===== config.mk =====
export PLATFORM = sky130hd
export DESIGN_NAME = vga_scanout
export DESIGN_NICKNAME = d
export VERILOG_FILES = /design/src/rtl/vga_scanout.sv
export SDC_FILE = /design/constraint.sdc
export NUM_CORES = 1
export LEC_CHECK = 0
export ABC_AREA = 1
export BUFFER_PORTS_ARGS = -buffer_cell sky130_fd_sc_hd__buf_4
export CAP_MARGIN = 25
export CORE_ASPECT_RATIO = 2
export CORE_MARGIN = 4
export CORE_UTILIZATION = 37
export DETAILED_ROUTE_END_ITERATION = 12
export PLACE_DENSITY = 0.63
export SLEW_MARGIN = 10
export SYNTH_ARGS = -nofsm -noshare
export SYNTH_HDL_FRONTEND = slang
export SYNTH_SLANG_ARGS = --single-unit

===== constraint.sdc =====
create_clock -name clk -period 2.4 [get_ports clk]
set_input_delay 0.36 -clock clk [delete_from_list [all_inputs] [get_ports clk]]
set_output_delay 0.36 -clock clk [all_outputs]
set_load 0.02 [all_outputs]

===== src/rtl/vga_scanout.sv =====
// rtl/vga_scanout.sv - single-clock VGA scan-out with framebuffer fetch, pixel divider and replication
module vga_scanout #(
    parameter int H_SYNC      = 120,
    parameter int H_BACK      = 64,
    parameter int H_ACTIVE    = 800,
    parameter int H_FRONT     = 56,
    parameter int V_SYNC      = 6,
    parameter int V_BACK      = 23,
    parameter int V_ACTIVE    = 600,
    parameter int V_FRONT     = 37,
    parameter int HSYNC_POL   = 1,
    parameter int VSYNC_POL   = 1,
    parameter int PIX_DIV     = 1,
    parameter int SCALE_SHIFT = 1,
    parameter int FMT         = 0,
    parameter int PIX_W       = 12,
    parameter int CNT_WIDTH   = 11,
    parameter int ADDR_WIDTH  = 17
) (
    input  logic                  clk,
    input  logic                  reset,
    input  logic                  en,
    output logic [ADDR_WIDTH-1:0] vmem_raddr,
    input  logic [PIX_W-1:0]      vmem_rdata,
    output logic                  hsync,
    output logic                  vsync,
    output logic                  de,
    output logic [3:0]            vga_r,
    output logic [3:0]            vga_g,
    output logic [3:0]            vga_b,
    output logic                  frame_start
);
    localparam int H_TOTAL = H_SYNC + H_BACK + H_ACTIVE + H_FRONT;
    localparam int V_TOTAL = V_SYNC + V_BACK + V_ACTIVE + V_FRONT;
    localparam int DIV_W   = (PIX_DIV > 1) ? $clog2(PIX_DIV) : 1;

    typedef logic [CNT_WIDTH-1:0] cnt_t;

    localparam cnt_t H_LAST      = cnt_t'(H_TOTAL - 1);
    localparam cnt_t V_LAST      = cnt_t'(V_TOTAL - 1);
    localparam cnt_t H_SYNC_END  = cnt_t'(H_SYNC);
    localparam cnt_t V_SYNC_END  = cnt_t'(V_SYNC);
    localparam cnt_t H_VIS_START = cnt_t'(H_SYNC + H_BACK);
    localparam cnt_t H_VIS_END   = cnt_t'(H_SYNC + H_BACK + H_ACTIVE);
    localparam cnt_t V_VIS_START = cnt_t'(V_SYNC + V_BACK);
    localparam cnt_t V_VIS_END   = cnt_t'(V_SYNC + V_BACK + V_ACTIVE);
    localparam cnt_t SCALE_MASK  = cnt_t'((1 << SCALE_SHIFT) - 1);

    localparam logic [ADDR_WIDTH-1:0] FB_W     = ADDR_WIDTH'(H_ACTIVE >> SCALE_SHIFT);
    localparam logic [DIV_W-1:0]      DIV_LAST = DIV_W'(PIX_DIV - 1);
    localparam logic                  HS_ON    = 1'(HSYNC_POL);
    localparam logic                  VS_ON    = 1'(VSYNC_POL);

    logic [DIV_W-1:0]      div_cnt;
    cnt_t                  h_cnt;
    cnt_t                  v_cnt;
    logic [ADDR_WIDTH-1:0] line_base;
    logic                  en_latch;

    logic                  tick;
    logic                  h_wrap;
    logic                  frame_wrap;
    logic                  h_vis;
    logic                  v_vis;
    logic                  row_done;
    logic [ADDR_WIDTH-1:0] pix_addr;

    logic de_d1, hs_d1, vs_d1, fs_d1;
    logic de_d2, hs_d2, vs_d2, fs_d2;
    logic [3:0] pix_r, pix_g, pix_b;

    assign tick       = (div_cnt == DIV_LAST);
    assign h_wrap     = tick && (h_cnt == H_LAST);
    assign frame_wrap = h_wrap && (v_cnt == V_LAST);
    assign h_vis      = (h_cnt >= H_VIS_START) && (h_cnt < H_VIS_END);
    assign v_vis      = (v_cnt >= V_VIS_START) && (v_cnt < V_VIS_END);
    // The next line begins a new framebuffer row once every 2^SCALE_SHIFT visible lines.
    assign row_done   = (((v_cnt - V_VIS_START) + cnt_t'(1)) & SCALE_MASK) == '0;
    assign pix_addr   = line_base + ADDR_WIDTH'((h_cnt - H_VIS_START) >> SCALE_SHIFT);

    always_ff @(posedge clk) begin
        if (reset) begin
            div_cnt   <= '0;
            h_cnt     <= '0;
            v_cnt     <= '0;
            line_base <= '0;
            en_latch  <= 1'b0;
        end else begin
            div_cnt <= tick ? '0 : div_cnt + 1'b1;
            if (tick) begin
                h_cnt <= (h_cnt == H_LAST) ? '0 : h_cnt + 1'b1;
            end
            if (h_wrap) begin
                v_cnt <= (v_cnt == V_LAST) ? '0 : v_cnt + 1'b1;
                if (v_cnt == V_LAST) begin
                    line_base <= '0;
                end else if (v_vis && row_done) begin
                    line_base <= line_base + FB_W;
                end
            end
            if (frame_wrap) begin
                en_latch <= en;
            end
        end
    end

    generate
        if (FMT == 0) begin : g_rgb444
            assign pix_r = vmem_rdata[11:8];
            assign pix_g = vmem_rdata[7:4];
            assign pix_b = vmem_rdata[3:0];
        end else begin : g_rgb332
            assign pix_r = {vmem_rdata[7:5], vmem_rdata[7]};
            assign pix_g = {vmem_rdata[4:2], vmem_rdata[4]};
            assign pix_b = {vmem_rdata[1:0], vmem_rdata[1:0]};
        end
    endgenerate

    // Stage 1 registers the address, stage 2 waits on memory, stage 3 drives the pins.
    always_ff @(posedge clk) begin
        if (reset) begin
            vmem_raddr  <= '0;
            de_d1       <= 1'b0;
            hs_d1       <= 1'b0;
            vs_d1       <= 1'b0;
            fs_d1       <= 1'b0;
            de_d2       <= 1'b0;
            hs_d2       <= 1'b0;
            vs_d2       <= 1'b0;
            fs_d2       <= 1'b0;
            de          <= 1'b0;
            hsync       <= ~HS_ON;
            vsync       <= ~VS_ON;
            frame_start <= 1'b0;
            vga_r       <= 4'h0;
            vga_g       <= 4'h0;
            vga_b       <= 4'h0;
        end else begin
            if (h_vis && v_vis) begin
                vmem_raddr <= pix_addr;
            end
            de_d1 <= h_vis && v_vis && en_latch;
            hs_d1 <= (h_cnt < H_SYNC_END);
            vs_d1 <= (v_cnt < V_SYNC_END);
            fs_d1 <= (div_cnt == '0) && (h_cnt == '0) && (v_cnt == '0);

            de_d2 <= de_d1;
            hs_d2 <= hs_d1;
            vs_d2 <= vs_d1;
            fs_d2 <= fs_d1;

            de          <= de_d2;
            hsync       <= hs_d2 ? HS_ON : ~HS_ON;
            vsync       <= vs_d2 ? VS_ON : ~VS_ON;
            frame_start <= fs_d2;
            vga_r       <= de_d2 ? pix_r : 4'h0;
            vga_g       <= de_d2 ? pix_g : 4'h0;
            vga_b       <= de_d2 ? pix_b : 4'h0;
        end
    end
endmodule


==> flow_summary.yaml, run 1 <==
detailed_routing:
  postRouteAntennaNets: 0
  drtPass1Iterations: 5
  drt_wl_total_mm: 11.3
  viasPerCell: 4.94
  drt_iter0_markers: 119
  wl_per_cell_um: 13.5
  drc_errors: 0
  num_vias: 4136
die:
  num_io_pins: 48
  die_x_um: 84.2
  die-area_um2: 13500
  die_h_um: 160
  initial_core_util_pct: 37.9
  row_count: 55
  core_um2: 11400
clock_network:
  tritoncts: "yes"
  htreeDepth: 3
  clkTransAtPathRegs_ns: 0.06
  cts_root_buf: "clkbuf_16"
  clkSinkCount: 78
  cts_made_buffers: 9
  insertion_delay_ns: 0.34
  clock_path_buffers: 2
global_route:
  antenna_found_initial: 0
  grt_pass1_wl_mm: 18.5
  grt_max_degree: 27
  grt_pass1_vias: 4185
  gr-total-overflow: 0
  grtUsageTotal_pct: 16.9
finish:
  drive_gt1_share_pct: 19.1
  fin_nets: 727
  final_util_pct: 46.2
  nFillCells: 1196
  fin_cells: 837
  antennaDiodeCount: 0
  area_growth_pct: 22.1
placement:
  io_buffer_count: 47
  dp.cells: 819
  hpwl_mm: 9.01
  gp_congestion: 0.907
sta:
  hold_viol_final: 0
  fmax_mhz: 438
  finalSetupViolCount: 0
  worst_pin_slew_ns: 0.556
  setup_tns_ns: 0
  fin_crit_sh_pct: 95.2
  layout_min_cycle_time_ns: 2.28
  slew_headroom_pct: 62.6
  report.final.slew_viol_count: 0
  worst_clock_skew_ns: 0.00740
power_and_ir_drop:
  powerDensity_nw_per_um2: 514
  ir_worst_vdd_uv: 345
  leakagePower_nw: 2.47
hold_path:
  holdPathStages: 3
  holdPathEnd: "vga_r[3]"
  min_from: "vmem_rdata[11]"
  min_path_type: "input pin to register"
critical_path:
  end_kind: "register"
  worstPathArrival_ns: 2.51
  cp_max_fo: 4
  cp_cell_sequence: "buf_4 > nand3_2 > nand2_2 > a21oi_2 > xor2_2 > ha_2 > a21o_1 > nor2_1 > nand2_1 > or2_2 > a21oi_2 > nor2_1"
  r2r_cells: 12
  r2r_end: "vmem_raddr[10]"
  critPathSlowestCell: "ha_2"
  r2r_slack_ns: 0.12
  timing.rr.start: "h_cnt[4]"
  start_kind: "register"
  max_stage_delay_ns: 0.33
  cp.required_ns: 2.63
  path_buf_inv: 1
  cp_top_family: "simple AND/OR/NAND/NOR gates"
  critPathKind: "register to register"
synthesis:
  synth-main-ff-cell: "dfxtp_1"
  netlist-cell-type-count: 42
  ys.warnings.count: 0
  syn_avg_cell_area_um2: 6.81
  synth_area_um2: 4300
  async_reset_ff_share_pct: 0
  ys_seq_elements: 78
  synth_edf_count: 0
  netlist_instances: 631
  ys_seq_area_share_pct: 36.3
outcome:
  status: "finished, final reports clean"
run:
  cap_violations: 0
[worst max path at each step]
stage,startpoint,end,cells after the start
global placement,h_cnt[3],vmem_raddr[16],14
CTS,h_cnt[3],vmem_raddr[10],12
floorplan,h_cnt[4],vmem_raddr[16],13
global route,h_cnt[9],vmem_raddr[15],15
detailed placement,h_cnt[3],vmem_raddr[10],12
finish,h_cnt[4],vmem_raddr[10],12
[layout by cell type (no fill, tap or decap), types with 6 or more instances in the layout]
master	Yosys	final
a21oi_1	47	41
a21oi_2	1	7
buf_4	5	57
clkbuf_16	0	9
dfxtp_1	78	74
ha_1	22	17
inv_1	84	83
inv_2	6	7
nand2_1	129	124
nand2_2	8	12
nand3_1	31	31
nand4_1	9	9
nor2_1	101	99
nor3_1	12	12
nor4_1	6	6
o21ai_0	17	17
o21ai_1	17	17
xor2_1	13	11
[Yosys cell counts, types with 2 or more instances]
cell | n | area (um^2)
nand2_1 | 129 | 484
nor2_1 | 101 | 379
inv_1 | 84 | 315
dfxtp_1 | 78 | 1560
a21oi_1 | 47 | 235
nand3_1 | 31 | 155
ha_1 | 22 | 275
o21ai_0 | 17 | 85.1
o21ai_1 | 17 | 85.1
xor2_1 | 13 | 114
nor3_1 | 12 | 60.1
nand4_1 | 9 | 56.3
nand2_2 | 8 | 50.1
inv_2 | 6 | 22.5
nor4_1 | 6 | 37.5
buf_4 | 5 | 37.5
clkbuf_1 | 5 | 18.8
nand3_2 | 5 | 50.1
xnor2_1 | 5 | 43.8
nor3_2 | 3 | 30.0
nor3b_1 | 3 | 22.5
nor2_2 | 2 | 12.5
nor2_4 | 2 | 22.5
o21a_1 | 2 | 15.0
or2_2 | 2 | 12.5
[timing repair]
action	in CTS	in global routing
setup buffers	0	2
hold buffers	0	0
resized for setup	0	28
setup endpoints to repair	0	7
[metal layers]
layer | up-vias | track usage, % | wire length (um)
li1 | 2121 | - | -
met1 | 1910 | 14.9 | 4030
met2 | 76 | 34.2 | 6540
met3 | 29 | 3.03 | 314
met4 | 0 | 9.08 | 450
met5 | - | 0 | 0
[flip-flops by register name, summed over array words and instances, names as in the netlist, 4 cells and up]
name	cells
vga_b	4
vmem_raddr	17
v_cnt	11
vga_g	4
vga_r	4
line_base	13
h_cnt	11
[worst reg2reg max path: stages, from the launching register on]
cell and delay, ns:
dfxtp_2 0.32, buf_4 0.15, nand3_2 0.10, nand2_2 0.09, a21oi_2 0.17, xor2_2 0.21
ha_2 0.33, a21o_1 0.19, nor2_1 0.11, nand2_1 0.08, or2_2 0.29, a21oi_2 0.11
nor2_1 0.04
[kinds of logic (layout without fill, tap and decap cells)]
family | after synthesis | count (layout) | synth area share (%)
AND/OR/NAND/NOR | 318 | 318 | 32.8
buffers and inverters | 105 | 168 | 9.90
AO/OA/AOI/OAI | 89 | 89 | 10.9
flip-flops | 78 | 78 | 36.3
adder cells (fa/ha/maj) | 22 | 22 | 6.40
XOR/XNOR | 18 | 18 | 3.67
other | 1 | 2 | 0.0872
[where the power goes]
part	switching, mW	internal [mW]
Clock	0.582	0.724
Combinational	0.0476	0.0342
Sequential	0.00694	1.31
[through the flow]
step | setup WS, ns | power [mW] | hold WS (ns) | cell area (um^2)
after floorplan | 0.230 | 1.38 | 0.388 | 4300
after global placement | 0.128 | 1.42 | 0.390 | 4850
after detailed placement | 0.0714 | 1.42 | 0.400 | 4850
after CTS | 0.0378 | 2.74 | 0.225 | 5140
after global routing | -0.0165 | 2.81 | 0.223 | 5250
final | 0.116 | 2.70 | 0.237 | 5250
[area by class of cell]
cell class / instances / area [um^2] / share of cell area (%)
clock buffers: 9 / 225 / 4.29
clock inverters: 7 / 62.6 / 1.19
inverters: 92 / 349 / 6.65
multi-input cells: 449 / 2400 / 45.7
flip-flops and latches: 78 / 1570 / 29.8
well taps: 142 / 178 / 3.38
repair buffers: 60 / 470 / 8.96
Note: power is estimated with default switching activity, not from simulation.
==> run 2, diff against run 1 <==
--- a/config.mk
+++ b/config.mk
@@ -6,13 +6,13 @@
 export NUM_CORES = 1
 export LEC_CHECK = 0
 export ABC_AREA = 1
-export BUFFER_PORTS_ARGS = -buffer_cell sky130_fd_sc_hd__buf_4
 export CAP_MARGIN = 25
 export CORE_ASPECT_RATIO = 2
 export CORE_MARGIN = 4
 export CORE_UTILIZATION = 37
 export DETAILED_ROUTE_END_ITERATION = 12
-export PLACE_DENSITY = 0.63
+export DONT_BUFFER_PORTS = 1
+export PLACE_DENSITY = 0.59
 export SLEW_MARGIN = 10
 export SYNTH_ARGS = -nofsm -noshare
 export SYNTH_HDL_FRONTEND = slang
==> run 2 against run 1 <==
First-iteration DRC count grew 13%. Global-route usage down 0.28 points. Final area is 5.9% lower. Sequential power barely moved. Combinational power down 38%. Die area unchanged. Clock skew is 0.0017 ns higher. Via count shrank 4.3%. Critical endpoint is now vmem_raddr[16]. Largest cell class unchanged.
==> flow_summary.yaml, run 2 (synthesized netlist as in run 1, its figures left out) <==
outcome:
  status: "finished, final reports clean"
detailed_routing:
  met2_length_mm: 6.19
  drt_iter0_markers: 134
  drtPass1Iterations: 4
  drt_wl_total_mm: 10.9
  num_vias: 3959
  postRouteAntennaNets: 0
  highest_layer: "met4"
  wl_met1_mm: 3.90
  wl_per_cell_um: 13.8
  drc_errors: 0
  viasPerCell: 5.00
  met3_wirelength_um: 334
finish:
  fin_cells: 792
  largest_register_ffs: 17
  antennaDiodeCount: 0
  final_util_pct: 43.5
  area_growth_pct: 14.9
  layout_commonest_cell: "nand2_1"
  fin_nets: 682
  drive_gt1_share_pct: 12.8
  largestRegisters: "vmem_raddr x17, line_base x13"
  top_register: "vmem_raddr"
  final_cell_mix: "nand2_1 (125), nor2_1 (98), inv_1 (83)"
placement:
  io_buffer_count: 0
  hpwl_mm: 8.51
  gp_congestion: 0.886
  dp.cells: 775
sta:
  layout_min_cycle_time_ns: 2.31
  slew_headroom_pct: 66.8
  timing.hold.ws_ns: 0.0823
  worst_pin_slew_ns: 0.494
  fin_crit_sh_pct: 96.5
  rsz0062_at_grt: "true"
  finalSetupViolCount: 0
  hold_viol_final: 0
  worst_clock_skew_ns: 0.00911
  fmax_mhz: 432
  report.final.slew_viol_count: 0
critical_path:
  cp.required_ns: 2.64
  start_kind: "register"
  critPathSlowestCell: "dfxtp_1"
  cp_max_fo: 6
  critPathKind: "register to register"
  r2r_slack_ns: 0.09
  end_kind: "register"
  path_buf_inv: 3
  max_stage_delay_ns: 0.39
  crit_top_cell: "nand2_1"
  cp_top_family: "simple AND/OR/NAND/NOR gates"
  cp_cell_sequence: "inv_2 > nand2_2 > nor2_2 > inv_2 > a21oi_4 > buf_6 > ha_1 > nand2_1 > nor2_1 > and2_1 > nand2_1 > nand2_1 > nand2_1 > a21oi_1 > nor2_1"
  worstPathArrival_ns: 2.55
global_route:
  gr-total-overflow: 0
  grt_max_degree: 27
  grtUsageTotal_pct: 16.6
  grt_pass1_wl_mm: 18.0
  antenna_found_initial: 0
  grt_pass1_vias: 3884
hold_path:
  min_path_type: "input pin to register"
die:
  initial_core_util_pct: 37.9
  row_count: 55
  die-area_um2: 13500
  num_io_pins: 48
  die_x_um: 84.2
  core_um2: 11400
  die_h_um: 160
clock_network:
  tritoncts: "yes"
  htreeDepth: 3
  clkTransAtPathRegs_ns: 0.07
  clkSinkCount: 78
  insertion_delay_ns: 0.34
  cts_made_buffers: 9
  clock_path_buffers: 2
  cts_root_buf: "clkbuf_16"
  ctsHoldBuffers: 0
power_and_ir_drop:
  powerDensity_nw_per_um2: 581
  ir_worst_vdd_uv: 568
  power.total_mw: 2.87
  leakagePower_nw: 2.24
run:
  cap_violations: 0
run 2: layout make-up:
class / instances / area (um^2)
flip-flops and latches: 78 / 1570
clock inverters: 7 / 105
inverters: 92 / 349
repair buffers: 15 / 129
fillers: 1155 / 6410
multi-input cells: 449 / 2390
well taps: 142 / 178
clock buffers: 9 / 225
run 2: timing repair:
action | in CTS | in global routing
resized for setup | 1 | 25
buffers inserted | 0 | 1
hold endpoints to repair | 0 | 0
cloned | 0 | 0
setup endpoints to repair | 3 | 8
pin swaps | 0 | 6
run 2: stage by stage:
step | setup TNS (ns) | setup slack, ns | instance area, um^2
floorplan | 0 | 0.230 | 4300
global placement | -0.0754 | -0.0298 | 4520
detailed placement | -0.100 | -0.0436 | 4520
CTS | 0 | 0.0213 | 4860
global route | -0.0794 | -0.0412 | 4940
finish | 0 | 0.0850 | 4940
run 2: final timing paths:
kind	start	end	cells after the start
setup / recovery	h_cnt[8]	vmem_raddr[16]	15
hold / removal	reset	line_base[15]	1
setup reg to reg	h_cnt[8]	vmem_raddr[16]	15
hold reg to reg	hs_d1	hs_d2	2
run 2: report_power, final:
group	total (mW)	internal [mW]	leakage (nW)	switching [mW]
clock network	1.51	0.927	0.159	0.581
registers	1.31	1.30	0.632	0.00931
logic	0.0508	0.0185	1.45	0.0323
total	2.87	2.25	2.24	0.622
run 2: metal layers:
metal  up-vias  track usage (%)
li1       2036                -
met1      1810             15.6
met2        82             31.9
met3        31             3.49
met4         0             9.30
met5         -                0
